## config.mk

```make
export PLATFORM = sky130hd
export DESIGN_NAME = pipeline_hazard_ctrl
export DESIGN_NICKNAME = d
export VERILOG_FILES = /design/src/rtl/pipeline_hazard_ctrl.sv
export SDC_FILE = /design/constraint.sdc
export NUM_CORES = 1
export LEC_CHECK = 0
export ABC_AREA = 1
export CAP_MARGIN = 20
export CORE_ASPECT_RATIO = 2
export CORE_MARGIN = 5
export CORE_UTILIZATION = 47
export DETAILED_ROUTE_END_ITERATION = 6
export GPL_TIMING_DRIVEN = 0
export PLACE_DENSITY = 0.77
export SLEW_MARGIN = 10
export SYNTH_ARGS = -nofsm -noshare
export SYNTH_HDL_FRONTEND = slang
export SYNTH_SLANG_ARGS = --single-unit
```

## constraint.sdc

```tcl
create_clock -name clk -period 1.6 [get_ports clk]
set_input_delay 0.24 -clock clk [delete_from_list [all_inputs] [get_ports clk]]
set_output_delay 0.24 -clock clk [all_outputs]
set_load 0.05 [all_outputs]
```

## src/rtl/pipeline_hazard_ctrl.sv

```systemverilog
// Stall/flush sequencer for a 5-stage RISC-V pipeline: load-use bubbles,
// redirect squashes, data-memory freeze with timeout, and perf counters.
module pipeline_hazard_ctrl #(
  parameter int unsigned MEM_TIMEOUT = 16,
  parameter int unsigned CNT_W       = 32
) (
  input  logic             clk,
  input  logic             rst,
  input  logic [4:0]       id_rs1,
  input  logic [4:0]       id_rs2,
  input  logic             id_uses_rs1,
  input  logic             id_uses_rs2,
  input  logic [4:0]       ex_rd,
  input  logic             ex_mem_read,
  input  logic             ex_redirect,
  input  logic             dmem_req,
  input  logic             dmem_ready,
  input  logic             cnt_clr,
  output logic             pc_en,
  output logic             ifid_en,
  output logic             ifid_flush,
  output logic             idex_en,
  output logic             idex_flush,
  output logic             exmem_en,
  output logic             memwb_flush,
  output logic             mem_err,
  output logic [CNT_W-1:0] stall_cnt,
  output logic [CNT_W-1:0] flush_cnt
);

  typedef enum logic [1:0] {RUN, MEM_WAIT, ERR} state_e;

  localparam logic [7:0]       WAIT_LAST = 8'(MEM_TIMEOUT - 1);
  localparam logic [CNT_W-1:0] CNT_ONE   = CNT_W'(1);

  state_e           state_q, state_d;
  logic [7:0]       wait_cnt_q, wait_cnt_d;
  logic [CNT_W-1:0] stall_cnt_q, flush_cnt_q;

  logic mem_stall;
  logic load_use;
  logic redirect_fire;

  assign mem_stall = dmem_req & ~dmem_ready;

  // x0 is hardwired to zero, so a load targeting it can never feed ID.
  assign load_use = ex_mem_read & (ex_rd != 5'd0) &
                    ((id_uses_rs1 & (id_rs1 == ex_rd)) |
                     (id_uses_rs2 & (id_rs2 == ex_rd)));

  assign redirect_fire = ~rst & (state_q != ERR) & ~mem_stall & ex_redirect;

  // NOTE: sequential state uses non-blocking assignments so every register
  // samples the pre-edge values; blocking here would create order-dependent races.
  always_ff @(posedge clk) begin
    if (rst) begin
      state_q    <= RUN;
      wait_cnt_q <= '0;
    end else begin
      state_q    <= state_d;
      wait_cnt_q <= wait_cnt_d;
    end
  end

  // NOTE: every combinational output gets a default first; a path that
  // leaves a signal unassigned would infer a latch.
  always_comb begin
    state_d    = state_q;
    wait_cnt_d = wait_cnt_q;
    case (state_q)
      RUN: begin
        if (mem_stall) begin
          state_d    = MEM_WAIT;
          wait_cnt_d = 8'd1;
        end
      end
      MEM_WAIT: begin
        // A dropped request counts as completion, so only mem_stall matters.
        if (!mem_stall) begin
          state_d    = RUN;
          wait_cnt_d = '0;
        end else if (wait_cnt_q == WAIT_LAST) begin
          state_d = ERR;
        end else begin
          wait_cnt_d = wait_cnt_q + 8'd1;
        end
      end
      ERR:     state_d = ERR;
      default: state_d = RUN;
    endcase
  end

  always_comb begin
    pc_en       = 1'b1;
    ifid_en     = 1'b1;
    ifid_flush  = 1'b0;
    idex_en     = 1'b1;
    idex_flush  = 1'b0;
    exmem_en    = 1'b1;
    memwb_flush = 1'b0;
    if (rst) begin
      pc_en       = 1'b0;
      ifid_en     = 1'b0;
      idex_en     = 1'b0;
      exmem_en    = 1'b0;
      ifid_flush  = 1'b1;
      idex_flush  = 1'b1;
      memwb_flush = 1'b1;
    end else if (state_q == ERR || mem_stall) begin
      // Freeze: MEM/WB takes a bubble so the stalled writeback is not repeated.
      pc_en       = 1'b0;
      ifid_en     = 1'b0;
      idex_en     = 1'b0;
      exmem_en    = 1'b0;
      memwb_flush = 1'b1;
    end else if (ex_redirect) begin
      ifid_flush = 1'b1;
      idex_flush = 1'b1;
    end else if (load_use) begin
      pc_en      = 1'b0;
      ifid_en    = 1'b0;
      idex_flush = 1'b1;
    end
  end

  always_ff @(posedge clk) begin
    if (rst || cnt_clr) begin
      stall_cnt_q <= '0;
      flush_cnt_q <= '0;
    end else begin
      if (!pc_en && stall_cnt_q != '1) stall_cnt_q <= stall_cnt_q + CNT_ONE;
      if (redirect_fire && flush_cnt_q != '1) flush_cnt_q <= flush_cnt_q + CNT_ONE;
    end
  end

  assign mem_err   = (state_q == ERR);
  assign stall_cnt = stall_cnt_q;
  assign flush_cnt = flush_cnt_q;

endmodule

```

Yosys cells after proc, flatten, opt, wreduce, memory -nomap -nowiden:

Index checks and enable logic that the tools add are counted.

* add/sub/neg operators: 3
* equality and inequality tests: 11
* multiplexer cells: 23
* bitwise logic cells: 12
* reductions and logical operators: 10

Operators by type and width (count)
* $add A32 B1 Y32 const B: 2
* $ne A32 B32 Y1 const B: 2
* $mux W8: 3
* $pmux W8 S2: 1
* $mux W1: 15
* $eq A5 B5 Y1: 2
* $add A8 B1 Y8 const B: 1
* $and A1 B1 Y1: 8
* $eq A8 B4 Y1 const B: 1
* $mux W2: 3
* $ne A3 B3 Y1 const B: 2
* $pmux W2 S3: 1
* $reduce_bool A5 Y1: 1
* $ne A2 B2 Y1 const B: 2
* $not A1 Y1: 3
* $reduce_and A3 Y1: 1
* $eq A2 B1 Y1 const B: 1
* $eq A2 B2 Y1 const B: 1
* $logic_and A1 B1 Y1: 2
* $logic_not A2 Y1: 1
* $logic_or A1 B1 Y1: 2
* $reduce_and A2 Y1: 1
* $reduce_bool A2 Y1: 1
* $logic_not A1 Y1: 1
* $or A1 B1 Y1: 1

* flip-flop bits (word level): 74
* input port bits: 24
* output and inout bits: 72

Logic depth before layout (Yosys ltp):

Gate-level depths: netlist of run 1.

* depth in word-level cells: 10
* depth in mapped cells: 12

Worst setup path after synthesis of run 1:

Ideal clock, no wire load.

* kind: register to output
* start point: register state_q[0]
* end point: output pc_en
* arrival: 2.447 ns
* data required time: 1.360 ns
* slack: -1.087 ns
* cell stages (with the launch flop): 9
* path buffers: 2
* cells stage by stage: dfxtp_1 inv_2 nand2_2 nand2_1 nor2_1 nand2_1 clkbuf_1 nand2_1 buf_4

* word-level cells in the longest chain between the ends: 4

Ends and longest elaborated chain
* start: declaration: line 36 `state_e state_q, state_d;`
* start signal: assignment: line 60 `state_q <= state_d;`
* $eq A2 B2 Y1: line 109 `end else if (state_q == ERR || mem_stall) begin`
* $logic_or A1 B1 Y1: line 109
* $mux W1 (2 in series)
* end: declaration: line 19 `output logic pc_en,`

No other way between the ends.

Final worst setup path of run 1:

* start point: register flush_cnt_q[3], in the netlist flush_cnt[3]
* end point: register flush_cnt_q[4], in the netlist flush_cnt[4]

* word-level cells in the longest chain between the ends: 2

Ends and longest elaborated chain
* start: declaration: line 38 `logic [CNT_W-1:0] stall_cnt_q, flush_cnt_q;`
* start signal: assignment: line 132 `if (redirect_fire && flush_cnt_q != '1) flush_cnt_q <= flush_cnt_q + CNT_ONE;`
* branches (longest 2 deep; another with $add A32 B1 Y32)

Parallel ways; which one is timed is not known.
A chain may end at the register's enable or synchronous reset.

==> impl_metrics.json, run 1 <==
{
  "run_status": "finished, violations left",
  "violations": "negative setup slack",
  "synth-compound-area-share_pct": 8.482,
  "cap_violations": 0,
  "synthCells": 799,
  "final_layout_size_suffix_gt1_share_pct": 39.55,
  "finalHoldViolCount": 0,
  "fin_crit_sh_pct": 123.5,
  "synth.largest_area_cell": "dfxtp_1",
  "dieArea_um2": 12550,
  "pwr-share-comb_pct": 16.1,
  "crit_path_frequent_cell": "nor2_4",
  "grt_pass1_vias": 6320,
  "syn2layout_area_growth_pct": 65.66,
  "drt_iter0_markers": 463,
  "ant_nets": 0,
  "required_ps": 1870,
  "wl_um": 21940,
  "slowest_delay_ps": 360,
  "arrival_ps": 2250,
  "ys_seq_area_share_pct": 30.62,
  "finalMaxSlewViolations": 0,
  "cp-end-kind": "register",
  "nNetsFinal": 999,
  "synth_top_area_share_pct": 30.62,
  "htree_levels": 3,
  "slowest_stage": "dfxtp_2",
  "synth_xor_area_share_pct": 6.517,
  "grt_max_degree": 13,
  "yosys.area_share.simple_pct": 45.31,
  "worst_pin_slew_ps": 773.8,
  "grt_pass1_wl_um": 31220,
  "grt_usage_pct": 32.66,
  "slew_headroom_pct": 48.41,
  "path_class": "register to register",
  "hold_buffers": 0,
  "p_per_area_nw_per_um2": 555.2,
  "setup_slack_ps": -376.8,
  "startpoint_type": "register",
  "p_switching_mw": 1.267,
  "portBuffers": 94,
  "antenna_found_initial": 0,
  "num_rows": 52,
  "synth_seq_cells": 74,
  "power_leakage_nw": 3.408,
  "cp_max_fo": 8,
  "finish.utilization_pct": 79.48,
  "max_freq_mhz": 505.9,
  "cts-root-buf": "clkbuf_16",
  "viasPerCell": 5.756,
  "place_ws_ps": -1446,
  "cts_num_sinks": 74,
  "die_w_um": 81.75,
  "dpl.hpwl_um": 13380,
  "fin_crit_ps": 1977,
  "clkPwrFrac_pct": 42.9,
  "die_h_um": 153.5,
  "fin_skew_ps": 10.41,
  "clk_pin_slew_ps": 60,
  "clock_path_buffers": 2,
  "synthMuxAreaShare_pct": 0,
  "finalSetupViolations": 71,
  "yosys_warnings": 0,
  "pin_count": 96,
  "switching_share_pct": 28.46,
  "syn-num-nets": 826,
  "internal_power_mw": 3.184,
  "final_common_cell": "nand2_1",
  "seqPwrFrac_pct": 40.9,
  "rsz0062_at_grt": "true",
  "drt_first_pass_iters": 6,
  "synth_area_um2": 4838,
  "synth-adder-area-share_pct": 0.7758,
  "n_antenna_cell": 0,
  "path_cells": "inv_1, nor2_4, nand2_4, nor2_4, a21oi_4, clkinv_4, buf_8, o21ai_2, nand2_1, nor2_1",
  "wl_per_cell_um": 19.75,
  "cts_tree": "built",
  "worstSkewPairLatency_ps": 340,
  "avgSynthCellArea_um2": 6.056,
  "final_cell_mix": "nand2_1 (215), nor2_1 (86), dlygate4sd2_1 (66)",
  "numCtsBuffers": 9,
  "initial_core_util_pct": 47.98,
  "drc": 0,
  "vias": 6395,
  "gp_congestion": 1.038,
  "hold_path_class": "primary input to register",
  "synth_cell_types": 31,
  "fin_area_um2": 8015,
  "synth.area.top_cells": "dfxtp_1 (31%), nand2_1 (22%), nor2_1 (8.8%)",
  "vdd_drop_max_mv": 0.6861,
  "place_area_um2": 6202,
  "synth_top_family_by_area": "simple AND/OR/NAND/NOR gates",
  "grt_overflow_total": 0,
  "core_area_um2": 10080
}
critical path: cells and delay by family, from the launching register on:
family,cells,cell delay [ps]
flip-flops,1,360
buffers and inverters,3,670
AO/OA/AOI/OAI,2,410
AND/OR/NAND/NOR,5,450
Yosys cell counts:
library cell / number
inv_2: 8
nor3_1: 24
buf_6: 3
nand3b_1: 16
o21ai_1: 5
nor2_1: 114
o21ai_0: 10
inv_1: 60
a21oi_4: 1
buf_2: 3
buf_1: 3
ha_1: 3
nor4_1: 1
nor2_2: 2
nand4_1: 38
nand4_2: 1
nor2_4: 1
xnor2_1: 8
clkbuf_1: 13
a31oi_1: 1
buf_4: 5
o21bai_1: 1
nand3_2: 2
nand3_1: 21
nor3_2: 1
nor3b_1: 1
a21oi_1: 61
dfxtp_1: 74
xor2_1: 28
nand2_2: 5
nand2_1: 285
worst paths after layout:
check,start,end,slack (ps),cells past startpoint
setup reg to reg,flush_cnt[3]$_SDFFE_PP0P_,flush_cnt[4]$_SDFFE_PP0P_,-380,10
hold / removal,rst,wait_cnt_q[1]$_SDFFE_PP0P_,280,2
setup / recovery,flush_cnt[3]$_SDFFE_PP0P_,flush_cnt[4]$_SDFFE_PP0P_,-380,10
hold reg to reg,flush_cnt[31]$_SDFFE_PP0P_,flush_cnt[31]$_SDFFE_PP0P_,490,2
state kept, by name, summed over array words and instances (netlist names):
signal      flops
flush_cnt      32
state_q         2
wait_cnt_q      8
stall_cnt      32
metal layers:
metal	vias up	share of wire (%)	track usage [%]
li1	2911	-	-
met1	2926	30	29.20
met2	401	53	58.90
met3	157	7.0	6.440
met4	0	10	27.73
met5	-	0	0
what timing repair did:
item                       4_1_cts  5_1_grt
setup endpoints to repair      138       88
resized for setup              294      182
pin swaps                       41       66
setup buffers                   40       28
cloned                          10        0
cell families (layout without fill, tap and decap cells):
group | Yosys count | count (layout)
adder cells (fa/ha/maj) | 3 | 3
AO/OA/AOI/OAI | 79 | 79
flip-flops | 74 | 74
XOR/XNOR | 36 | 36
buffers and inverters | 95 | 272
AND/OR/NAND/NOR | 512 | 512
through the flow:
| step | std cells | power (mW) | TNS, ps | hold slack [ps] |
|---|---|---|---|---|
| 2_1_floorplan | 799 | 2.137 | -4881 | 434.0 |
| 3_3_place_gp | 1028 | 2.302 | -46330 | 453.4 |
| 3_5_place_dp | 1028 | 2.306 | -49670 | 471.2 |
| 4_1_cts | 1090 | 4.359 | -9920 | 267.6 |
| 5_1_grt | 1111 | 4.574 | -19690 | 277.8 |
| 6_report | 1111 | 4.450 | -16620 | 276.8 |
area by class of cell:
class / instances / area (um^2)
Clock buffer: 10 / 239.0
Tap cell: 135 / 168.9
Multi-Input combinational cell: 630 / 3908
Buffer: 23 / 240.2
Timing Repair Buffer: 166 / 1541
Fill cell: 707 / 2069
Clock inverter: 5 / 31.28
Inverter: 68 / 272.8
Sequential cell: 74 / 1614
power by group through the flow:
stage / clock network (mW) / registers [mW] / logic, mW
final: 1.91 / 1.82 / 0.718
after global routing: 2.00 / 1.82 / 0.750
after CTS: 1.91 / 1.82 / 0.626
after detailed placement: 0 / 1.86 / 0.441
after global placement: 0 / 1.86 / 0.438
after floorplan: 0 / 1.87 / 0.263
(Power assumes the default switching activity.)
==> run 2: changes to the inputs <==
Settings changed: RECOVER_POWER from default to 50.
==> impl_metrics.json, run 2 (synthesized netlist as in run 1, its figures left out) <==
{
  "worstSkewPairLatency_ps": 340,
  "slowest_stage": "dfxtp_2",
  "antenna_found_initial": 0,
  "run_status": "finished, violations left",
  "cp-end-kind": "register",
  "finalHoldViolCount": 0,
  "drt_first_pass_iters": 6,
  "final_cell_mix": "nand2_1 (216), nor2_1 (86), dlygate4sd2_1 (66)",
  "reg2reg_to": "flush_cnt[4]$_SDFFE_PP0P_",
  "drt_iter0_markers": 469,
  "nNetsFinal": 999,
  "wl_um": 21980,
  "p_per_area_nw_per_um2": 555.9,
  "core_area_um2": 10080,
  "startpoint_type": "register",
  "wl_per_cell_um": 19.78,
  "grt_usage_pct": 32.66,
  "crit_path_frequent_cell": "nor2_4",
  "place_area_um2": 6202,
  "vias": 6401,
  "cp_top_family": "buffers and inverters",
  "slowest_delay_ps": 350,
  "die_h_um": 153.5,
  "htree_levels": 3,
  "fin_skew_ps": 10.16,
  "initial_core_util_pct": 47.98,
  "grt_overflow_total": 0,
  "vdd_drop_max_mv": 0.6874,
  "path_depth": 10,
  "worstHoldStart": "rst",
  "fin_crit_ps": 1978,
  "gp_congestion": 1.038,
  "grt_max_degree": 13,
  "cts_tree": "built",
  "rsz0062_at_grt": "true",
  "drc": 0,
  "syn2layout_area_growth_pct": 65.37,
  "power_leakage_nw": 3.407,
  "critPathBufInv": 3,
  "finalMaxSlewViolations": 0,
  "portBuffers": 94,
  "r2r_start": "flush_cnt[3]$_SDFFE_PP0P_",
  "fin_area_um2": 8001,
  "dieArea_um2": 12550,
  "cts-root-buf": "clkbuf_16",
  "pin_count": 96,
  "hold_buffers": 0,
  "path_cells": "inv_1, nor2_4, nand2_4, nor2_4, a21oi_4, clkinv_4, buf_8, o21ai_2, nand2_1, nor2_1",
  "worst_pin_slew_ps": 776.8,
  "num_rows": 52,
  "clock_path_buffers": 2,
  "n_antenna_cell": 0,
  "cp_max_fo": 8,
  "hold_path_class": "primary input to register",
  "whs_path_depth": 2,
  "whs_endpoint": "wait_cnt_q[1]$_SDFFE_PP0P_",
  "slew_headroom_pct": 48.21,
  "final_common_cell": "nand2_1",
  "violations": "negative setup slack",
  "viasPerCell": 5.761,
  "reg2reg_depth": 10,
  "cts_num_sinks": 74,
  "path_class": "register to register",
  "arrival_ps": 2250,
  "dpl.hpwl_um": 13380,
  "grt_pass1_vias": 6320,
  "fin_crit_sh_pct": 123.6,
  "clk_pin_slew_ps": 60,
  "required_ps": 1870,
  "setup-tns-final_ps": -16830,
  "final_layout_size_suffix_gt1_share_pct": 39.24,
  "holdWs_ps": 276.3,
  "cap_violations": 0,
  "numCtsBuffers": 9,
  "regToRegSetupSlack_ps": -380,
  "finalSetupViolations": 76,
  "max_freq_mhz": 505.7,
  "ant_nets": 0,
  "die_w_um": 81.75,
  "grt_pass1_wl_um": 31220,
  "setup_slack_ps": -377.5
}
-- run 2: cell counts in the layout (fill, tap and decap cells not counted) --
No cell type changed its count.
-- run 2: report_power, final --
group | leakage [nW] | internal, mW | switching (mW) | total (mW)
logic | 2.64 | 0.293 | 0.423 | 0.716
registers | 0.632 | 1.81 | 0.0106 | 1.82
clock network | 0.134 | 1.08 | 0.831 | 1.91
total | 3.41 | 3.18 | 1.27 | 4.45
-- run 2: layer usage --
metal	part of all wire, %	routed length, um	vias up	track usage [%]
met4	9.9	2170	0	27.73
met2	53	11660	379	58.90
met1	30	6621	2957	29.20
met3	6.9	1527	153	6.440
li1	-	-	2912	-
met5	0	0	-	0
-- run 2: metrics by stage --
step | std cells | total power, mW | util, % | worst slack, ps
6_report | 1111 | 4.448 | 79.34 | -377.5
5_1_grt | 1111 | 4.572 | 79.34 | -381.1
4_1_cts | 1090 | 4.359 | 73.29 | -223.3
3_5_place_dp | 1028 | 2.306 | 61.50 | -1446
3_3_place_gp | 1028 | 2.302 | 61.50 | -1410
2_1_floorplan | 799 | 2.137 | - | -157.1
-- run 2: repair_timing --
item                                    CTS  global route
cloned                                   10             0
endpoints found under the setup margin  138            88
gates resized for setup                 294           182
setup buffers                            40            28
pin swaps                                41            66
-- run 2: worst max-delay path by stage --
stage / slack, ps / to / from
after CTS: -220 / pc_en / state_q[0]$_SDFFE_PP0P_
final: -380 / flush_cnt[4]$_SDFFE_PP0P_ / flush_cnt[3]$_SDFFE_PP0P_
after detailed placement: -1450 / pc_en / dmem_ready
after global routing: -380 / flush_cnt[4]$_SDFFE_PP0P_ / flush_cnt[3]$_SDFFE_PP0P_
after global placement: -1410 / pc_en / dmem_ready
after floorplan: -160 / pc_en / state_q[0]$_SDFFE_PP0P_
-- run 2: layout make-up --
type	count	area, um^2
Clock inverter	5	31.28
Fill cell	711	2083
Inverter	68	272.8
Multi-Input combinational cell	630	3895
Clock buffer	10	239.0
Timing Repair Buffer	166	1541
Sequential cell	74	1613
Buffer	23	240.2
Tap cell	135	168.9
==> run 3: changes to the inputs <==
Settings changed: ABC_AREA 1 to default, CORE_UTILIZATION 47 to 45.
==> impl_metrics.json, run 3 <==
{
  "cp_max_fo": 8,
  "grt_pass1_wl_um": 25720,
  "vdd_drop_max_mv": 0.6704,
  "cap_violations": 0,
  "ys_seq_area_share_pct": 37.54,
  "yosys-top-cells-count": "dfxtp_1 (74), nor2_1 (51), nand2_1 (42)",
  "synth.largest_area_cell": "dfxtp_1",
  "synth-adder-area-share_pct": 0.9512,
  "synth_xor_area_share_pct": 9.543,
  "ant_nets": 0,
  "synth-compound-area-share_pct": 13.47,
  "antenna_found_initial": 0,
  "pin_count": 96,
  "highest_layer": "met4",
  "max_freq_mhz": 412.3,
  "drt_first_pass_iters": 5,
  "place_ws_ps": -1918,
  "syn2layout_area_growth_pct": 90.58,
  "violations": "negative setup slack",
  "worst_pin_slew_ps": 696.5,
  "met3_length_um": 1413,
  "slew_headroom_pct": 53.57,
  "arrival_ps": 2660,
  "synth.area.top_cells": "dfxtp_1 (38%), xnor2_1 (5.8%), nor2_1 (4.9%)",
  "p_per_area_nw_per_um2": 636.9,
  "grt_pass1_vias": 5061,
  "run_status": "finished, violations left",
  "async_flop_share_pct": 0,
  "required_ps": 1840,
  "synth_most_common_cell": "dfxtp_1",
  "layout.cells.non_filler": 776,
  "rsz0062_at_grt": "true",
  "holdWs_ps": 505.5,
  "clock_path_buffers": 2,
  "wl_um": 20990,
  "htree_levels": 3,
  "drc": 0,
  "dpl.hpwl_um": 9071,
  "synth_flop_cell": "dfxtp_1",
  "synth_seq_cells": 74,
  "finalMaxSlewViolations": 0,
  "gp_congestion": 0.9239,
  "nNetsFinal": 698,
  "grt_usage_pct": 29.53,
  "avgSynthCellArea_um2": 8.153,
  "startpoint_type": "primary input",
  "synth_cell_types": 55,
  "met2_length_um": 10780,
  "dieArea_um2": 10860,
  "power_leakage_nw": 2.804,
  "grt_max_degree": 14,
  "viasPerCell": 6.764,
  "n_antenna_cell": 0,
  "synthMuxAreaShare_pct": 0.2536,
  "vias": 5249,
  "die_h_um": 142.4,
  "final_cell_mix": "dlygate4sd2_1 (57), buf_4 (53), nor2_1 (44)",
  "finalHoldViolCount": 0,
  "syn-num-nets": 511,
  "hold_path_class": "register to register",
  "yosys.area_share.simple_pct": 34.27,
  "drt_iter0_markers": 462,
  "dp.cells": 679,
  "cts_tree": "built",
  "hold_buffers": 0,
  "wl_per_cell_um": 27.05,
  "cts_num_sinks": 74,
  "met1_length_um": 6743,
  "core_area_um2": 8588,
  "worstSkewPairLatency_ps": 350,
  "numCtsBuffers": 9,
  "clk_pin_slew_ps": 60,
  "portBuffers": 95,
  "grt_overflow_total": 0,
  "synth_edf_count": 0,
  "yosys_warnings": 0,
  "num_rows": 48,
  "die_w_um": 76.22,
  "initial_core_util_pct": 45.95,
  "synth_top_area_share_pct": 37.54,
  "cts-root-buf": "clkbuf_16",
  "synth_area_um2": 3946,
  "path_class": "primary input to register",
  "fin_crit_ps": 2425,
  "final_common_cell": "dlygate4sd2_1",
  "setup_slack_ps": -825.3,
  "cp-end-kind": "register",
  "fin_crit_sh_pct": 151.6,
  "fin_skew_ps": 7.906,
  "synth_top_family_by_area": "simple AND/OR/NAND/NOR gates",
  "synthCells": 484,
  "final_layout_size_suffix_gt1_share_pct": 52.51,
  "finalSetupViolations": 83
}
==> run 3: cell count changes after synthesis, sizes merged, moves of 21 or more <==
cell / before / now
nand2: 290 / 42
nor2: 117 / 51
inv: 68 / 10
nand4: 39 / 11
or4: 0 / 25
a21oi: 62 / 38
o31ai: 0 / 21
==> run 3: final timing paths <==
check / start / to / slack [ps] / cells after the start
setup / recovery: ex_rd[3] / stall_cnt[23]$_SDFFE_PP0P_ / -830 / 11
hold / removal: stall_cnt[29]$_SDFFE_PP0P_ / stall_cnt[29]$_SDFFE_PP0P_ / 510 / 2
setup reg to reg: stall_cnt[15]$_SDFFE_PP0P_ / stall_cnt[23]$_SDFFE_PP0P_ / -730 / 6
hold reg to reg: stall_cnt[29]$_SDFFE_PP0P_ / stall_cnt[29]$_SDFFE_PP0P_ / 510 / 2
==> run 3: cells by family after synthesis <==
kind of cell / after synthesis
multiplexers: 1
flip-flops: 74
AND/OR/NAND/NOR: 241
AO/OA/AOI/OAI: 87
buffers and inverters: 35
adder cells (fa/ha/maj): 3
XOR/XNOR: 43
==> run 3: report_power, final <==
part           total (mW)  leakage (nW)  switching [mW]  internal (mW)
Clock                2.36         0.171           0.868           1.49
Combinational       0.611          2.00           0.338          0.272
Sequential           1.82         0.630          0.0122           1.81
Total                4.79          2.80            1.22           3.57
==> run 3: metrics by stage <==
stage	TNS (ps)	utilization, %	total power [mW]	instance area [um^2]
after global routing	-42840	87.57	4.897	7521
after CTS	-29440	79.76	4.598	6850
after global placement	-77080	63.32	2.204	5438
final	-37850	87.57	4.790	7521
after floorplan	-28570	-	2.063	4362
after detailed placement	-83300	63.32	2.210	5438
==> run 3: timing repair <==
action,CTS,global route
endpoints found under the setup margin,143,86
setup buffers,70,11
gates cloned,2,4
pin swaps,71,69
gates resized for setup,294,139
==> run 3: layout make-up <==
type	count	area, um^2
Multi-Input combinational cell	375	3405
Inverter	10	37.54
Tap cell	100	125.1
Sequential cell	74	1608
Clock inverter	3	40.04
Clock buffer	13	304.0
Buffer	22	275.3
Timing Repair Buffer	179	1727
Fill cell	400	1067
==> run 3: layer usage <==
metal | GRT usage, % | up-vias
li1 | - | 2154
met1 | 27.93 | 2471
met2 | 53.66 | 440
met3 | 7.478 | 184
met4 | 22.12 | 0
met5 | 0 | -
==> run 3: critical path, stage by stage <==
cell,delay [ps]
buf_2,130
xor2_1,170
nor4_4,320
a32oi_2,210
o31ai_4,300
inv_2,90
buf_4,140
buf_8,140
buf_8,130
or4_1,530
a21oi_1,250
